==> src/rtl/regfile_dumper_pkg.sv <==
// regfile_dumper_pkg: state encoding and regfile widths shared with the dumper
package regfile_dumper_pkg;
  localparam int DEF_DATA_W = 16;
  localparam int DEF_ADDR_W = 4;
  typedef enum logic [1:0] {
    IDLE = 2'd0,
    LOAD = 2'd1,
    SEND = 2'd2,
    DONE = 2'd3
  } state_t;
endpackage

==> src/rtl/regfile_dumper.sv <==
// regfile_dumper: walks every register through one read port and streams (idx, data, last) beats
module regfile_dumper import regfile_dumper_pkg::*; #(
  parameter int DATA_W   = DEF_DATA_W,
  parameter int ADDR_W   = DEF_ADDR_W,
  parameter int NUM_REGS = 16
) (
  input  logic              clk,
  input  logic              rst,
  input  logic              start,
  input  logic              abort,
  output logic [ADDR_W-1:0] rf_sel,
  input  logic [DATA_W-1:0] rf_data,
  output logic              out_valid,
  input  logic              out_ready,
  output logic [DATA_W-1:0] out_data,
  output logic [ADDR_W-1:0] out_idx,
  output logic              out_last,
  output logic              busy,
  output logic              cpu_stall,
  output logic              done
);
  localparam logic [ADDR_W-1:0] LAST_IDX = ADDR_W'(NUM_REGS - 1);
  state_t            state, nxt;
  logic [ADDR_W-1:0] idx;
  logic              hs;
  assign busy      = state != IDLE;
  assign cpu_stall = busy;
  assign done      = state == DONE && !abort;
  assign rf_sel    = (state == LOAD || state == SEND) ? idx : '0;
  // next state: abort from any busy state wins over everything else
  always_comb begin
    hs  = out_valid && out_ready;
    nxt = (abort && state != IDLE) ? IDLE :
          state == IDLE ? (start ? LOAD : IDLE) :
          state == LOAD ? SEND :
          state == SEND ? (hs ? (out_last ? DONE : LOAD) : SEND) : IDLE;
  end
  // state, walk index and the output beat register captured at the LOAD edge
  always_ff @(posedge clk) begin
    if (rst) begin
      state     <= IDLE;
      idx       <= '0;
      out_valid <= 1'b0;
      out_data  <= '0;
      out_idx   <= '0;
      out_last  <= 1'b0;
    end else begin
      state     <= nxt;
      out_valid <= nxt == SEND;
      if (state == IDLE && start) idx <= '0;
      if (state == LOAD) begin
        out_data <= rf_data;
        out_idx  <= idx;
        out_last <= idx == LAST_IDX;
      end
      if (state == SEND && hs && !out_last) idx <= idx + ADDR_W'(1);
    end
  end
endmodule
==> config.mk <==
export PLATFORM = sky130hd
export DESIGN_NAME = regfile_dumper
export DESIGN_NICKNAME = d
export VERILOG_FILES = /design/src/rtl/regfile_dumper_pkg.sv /design/src/rtl/regfile_dumper.sv
export SDC_FILE = /design/constraint.sdc
export NUM_CORES = 1
export LEC_CHECK = 0
export CORE_ASPECT_RATIO = 1.5
export CORE_MARGIN = 4
export CORE_UTILIZATION = 41
export DETAILED_ROUTE_END_ITERATION = 12
export PLACE_DENSITY = 0.83
export SYNTH_ARGS = -nofsm -noshare
export SYNTH_HDL_FRONTEND = slang
export SYNTH_SLANG_ARGS = --single-unit
export TNS_END_PERCENT = 50
==> constraint.sdc <==
create_clock -name clk -period 1.8 [get_ports clk]
set_input_delay 0.36 -clock clk [delete_from_list [all_inputs] [get_ports clk]]
set_output_delay 0.36 -clock clk [all_outputs]
set_load 0.02 [all_outputs]
### After elaboration in Yosys (flattened, before gate mapping)

Index checks and enable logic that the tools add are counted.

* multiplexer cells: 10
* add/sub/neg operators: 1
* reduce and logical (&&, ||, !) cells: 12
* equal/unequal tests: 5

Operators with widths (count)
* $mux 2: 6
* $mux 4: 3
* $eq 2x2->1 const B: 3
* $logic_and 1x1->1: 6
* $add 4x1->4 const B: 1
* $eq 4x4->1 const B: 1
* $reduce_bool 2->1: 2
* $eq 2x1->1 const B: 1
* $logic_not 1->1: 2
* $logic_not 2->1: 1
* $logic_or 1x1->1: 1
* $mux 1: 1

* register bits: 28
* input port bits: 21
* logic and storage cells: 34
* output and inout port bits: 29

### Depth between registers and ports, before layout

* word-level depth: 7
* gate-level depth with buffers: 6
* gate-level depth less buffers: 5

### Worst setup path after synthesis

Ideal clock, no wire load.

* path kind: reg2reg
* start point: register state[1]
* end point: register state[0]
* period minus slack after synthesis: 1559 ps
* path slack: 241 ps
* path buffers: 1
* cell stages (with the launch flop): 7
* arrival time: 1501 ps
* library setup time: 58 ps
* data required time: 1742 ps
* cells stage by stage: dfxtp_1 inv_1 ha_1 clkbuf_1 or4b_1 o21ai_1 and2b_1

* cells in the longest elaborated chain, start to end: 5
* elaborated cells on any way between the ends: 9
* classes of those cells: eq/ne (2); mux (4); reduce/logical (3)

Ends and longest elaborated chain
* start, declared: line regfile_dumper.sv:23 `state_t state, nxt;`
* start signal, assigned: line regfile_dumper.sv:48 `state <= nxt;`
* $eq 2x2->1: line regfile_dumper.sv:36 `state == SEND ? (hs ? (out_last ? DONE : LOAD) : SEND) : IDLE;`
* $mux 2: line regfile_dumper.sv:36
* $mux 2: line regfile_dumper.sv:35 `state == LOAD ? SEND :`
* $mux 2: line regfile_dumper.sv:34 `state == IDLE ? (start ? LOAD : IDLE) :`
* $mux 2 *: line regfile_dumper.sv:33 `nxt = (abort && state != IDLE) ? IDLE :`

Every way passes the cells marked *; elsewhere a longest branch is shown, timed or not.
A chain may end at the register's enable or synchronous reset.

### Worst setup path in the final report

* start point: register state[1]
* end point: output rf_sel[3]

* cells in the longest elaborated chain, start to end: 3
* elaborated cells on any way between the ends: 4
* classes of those cells: eq/ne (2); mux (1); reduce/logical (1)

Ends and longest elaborated chain
* $eq 2x1->1 or $eq 2x2->1 (tied branches): line regfile_dumper.sv:29 `assign rf_sel = (state == LOAD || state == SEND) ? idx : '0;`
* $logic_or 1x1->1 *: line regfile_dumper.sv:29
* $mux 4 *: line regfile_dumper.sv:29
* end, declared: line regfile_dumper.sv:11 `output logic [ADDR_W-1:0] rf_sel,`

Marked as above.

==> flow_metrics.py <==
metrics = {
    "clocking": {
        "cts_root_buf": "clkbuf_8",
        "clockBufferDepth": 2,
        "clkTransAtPathRegs_ns": 0.09,
        "cts_tree": "done",
        "clk_latency_ns": 0.27,
        "htreeDepth": 1,
        "cts.sinks": 28,
        "cts_made_buffers": 3,
    },
    "layout": {
        "nets": 196,
        "register_area_um2": 562,
        "areaGrowthSynthToFinish_pct": 54.6,
        "multiInputGateArea_um2": 556,
        "layout_commonest_cell": "clkdlybuf4s50_1",
        "antenna_cells": 0,
        "layout_common_cells": "clkdlybuf4s50_1 (42), dfxtp_1 (27), mux2i_1 (20), nor2_1 (20), buf_4 (7)",
        "drive_gt1_share_pct": 10.1,
        "utilization_pct": 66.3,
        "fillers": 220,
    },
    "critical_path": {
        "crit_path_end_kind": "primary output",
        "cp-start-kind": "flop",
        "rrSetupSlack_ns": 0.23,
        "worstPathRequired_ns": 1.44,
        "critPathMaxFanout": 4,
        "worstPathArrival_ns": 1.37,
        "critPathKind": "reg2out",
    },
    "hold_path": {
        "hold_path_class": "reg2reg",
    },
    "synth": {
        "synth_top_flop_cell": "dfxtp_1",
        "synthCells": 116,
        "syn_area_um2": 1150,
        "synthTopCellsByArea": "dfxtp_1 (49%), mux2i_1 (17%), nor2_1 (6.5%)",
        "synthDistinctLibCells": 25,
        "postSynthNetCount": 142,
        "synth_top_area_share_pct": 48.9,
        "syn_area_per_cell_um2": 9.89,
        "yosysSeqAreaShare_pct": 48.9,
        "synthArstFlopShare_pct": 0,
        "ys_ff_latch": 28,
        "synth_top_cell_by_area": "dfxtp_1",
        "ys.warnings.count": 0,
        "synth_edf_count": 0,
    },
    "global_routing": {
        "grt_pass1_vias": 1076,
        "grt_usage_pct": 15.6,
        "grt_max_degree": 23,
        "overflow": 0,
        "antenna_found_initial": 0,
        "grt_pass1_wl_mm": 4.50,
    },
    "detailed_routing": {
        "detail_route.wl_per_cell_um": 13.7,
        "viasPerCell": 4.89,
        "routed_wl_mm": 2.81,
        "vias": 1007,
        "final_antenna_net_count": 0,
        "first_pass_iters": 4,
        "dr.first_iter.drc_count": 29,
        "drc": 0,
    },
    "timing": {
        "min_period_over_period_pct": 95.9,
        "worst_slack_ns": 0.0731,
        "slew_headroom_pct": 77.1,
        "slew_viol_final": 0,
        "setup_viol": 0,
        "fmax_mhz": 579,
        "grt_setup_unrepaired": "false",
        "fin_worst_skew_ns": 0.00730,
        "min_period_ns": 1.73,
        "worst_slew_pin_slew_ns": 0.343,
        "hold_violations": 0,
    },
    "job": {
        "drv_cap": 0,
    },
    "die": {
        "io-pin-count": 50,
        "initial_utilization_pct": 42.9,
        "die_x_um": 51.2,
        "coreArea_um2": 2680,
        "die-height_um": 72.8,
        "num_rows": 23,
        "dieArea_um2": 3730,
    },
    "power_and_ir_drop": {
        "p_leak_nw": 0.676,
        "p_per_area_nw_per_um2": 725,
        "vdd_drop_max_uv": 577,
    },
    "placement": {
        "pre_cts_slack_ns": -0.0704,
        "post-dp-hpwl_mm": 2.15,
        "place.gp.congestion": 0.694,
        "port_buffers": 49,
    },
    "outcome": {
        "status": "finished, final reports clean",
    },
}
[power by group]
part | total, mW | leakage, nW | internal, mW | switching [mW]
clock network | 0.383 | 0.0288 | 0.196 | 0.187
logic | 0.247 | 0.420 | 0.131 | 0.116
registers | 0.656 | 0.228 | 0.643 | 0.0130
total | 1.29 | 0.676 | 0.970 | 0.316
[synthesized netlist by cell type, drive strengths merged, types with 2 or more instances]
master  instances
dfxtp          28
mux2i          20
nor2           20
a21oi           5
ha              5
nand2           5
and2            4
clkbuf          4
buf             3
inv             3
nand2b          3
nand3           3
a311oi          2
o21ai           2
[area by class of cell]
| class | instances | share of cell area, % |
|---|---|---|
| repair buffers | 56 | 30.7 |
| multi-input cells | 78 | 31.3 |
| clock buffers | 4 | 3.10 |
| well taps | 37 | 2.61 |
| flip-flops and latches | 28 | 31.7 |
| inverters | 3 | 0.635 |
[final timing paths]
path | from | end | cells after the start
worst max-delay path | state[1] | rf_sel[3] | 4
worst min register to register | out_data[15] | out_data[15] | 2
worst max register to register | state[0] | state[0] | 6
worst min-delay path | out_data[15] | out_data[15] | 2
[cell families after synthesis]
kind of cell	share of synthesized area, %
AOI/OAI and AO/OA	6.87
buffers and inverters	3.82
and+or+nand+nor	17.6
DFF	48.9
muxes	17.4
adders and majority gates	5.45
[timing repair]
action | in CTS | in global routing
endpoints found under the setup margin | 7 | 4
hold buffers | 0 | 0
resized for setup | 15 | 2
buffers inserted | 0 | 0
[sequential cells by signal, indices dropped and copies added (netlist names)]
register and cells:
out_data 16, out_valid 1, state 2, out_idx 4
idx 4, out_last 1
[per-stage QoR]
stage	instance area, um2	hold slack [ns]	power, mW	TNS, ns	std cells
after global routing	1770	0.542	1.34	0	206
after floorplan	1150	0.465	0.791	0	116
after CTS	1760	0.513	1.29	0	206
after detailed placement	1700	0.487	0.915	-0.104	202
final	1770	0.504	1.29	0	206
after global placement	1700	0.474	0.906	-0.0483	202
[critical path, cell delays in order (launching register included)]
cell and delay (ns):
dfxtp_1 0.35, inv_1 0.10, ha_4 0.29, and2_1 0.12, clkdlybuf4s15_2 0.25
[metal layers]
layer  up-vias  share of wire [%]  track usage (%)  routed length, um
met2        45                 53             29.4               1500
met3         2                7.5             4.29                212
met5         -                  0                0                  0
li1        501                  -                -                  -
met4         0               0.68             5.39                 19
met1       459                 39             16.0               1090
No activity file was read; power rests on OpenSTA's default activity.
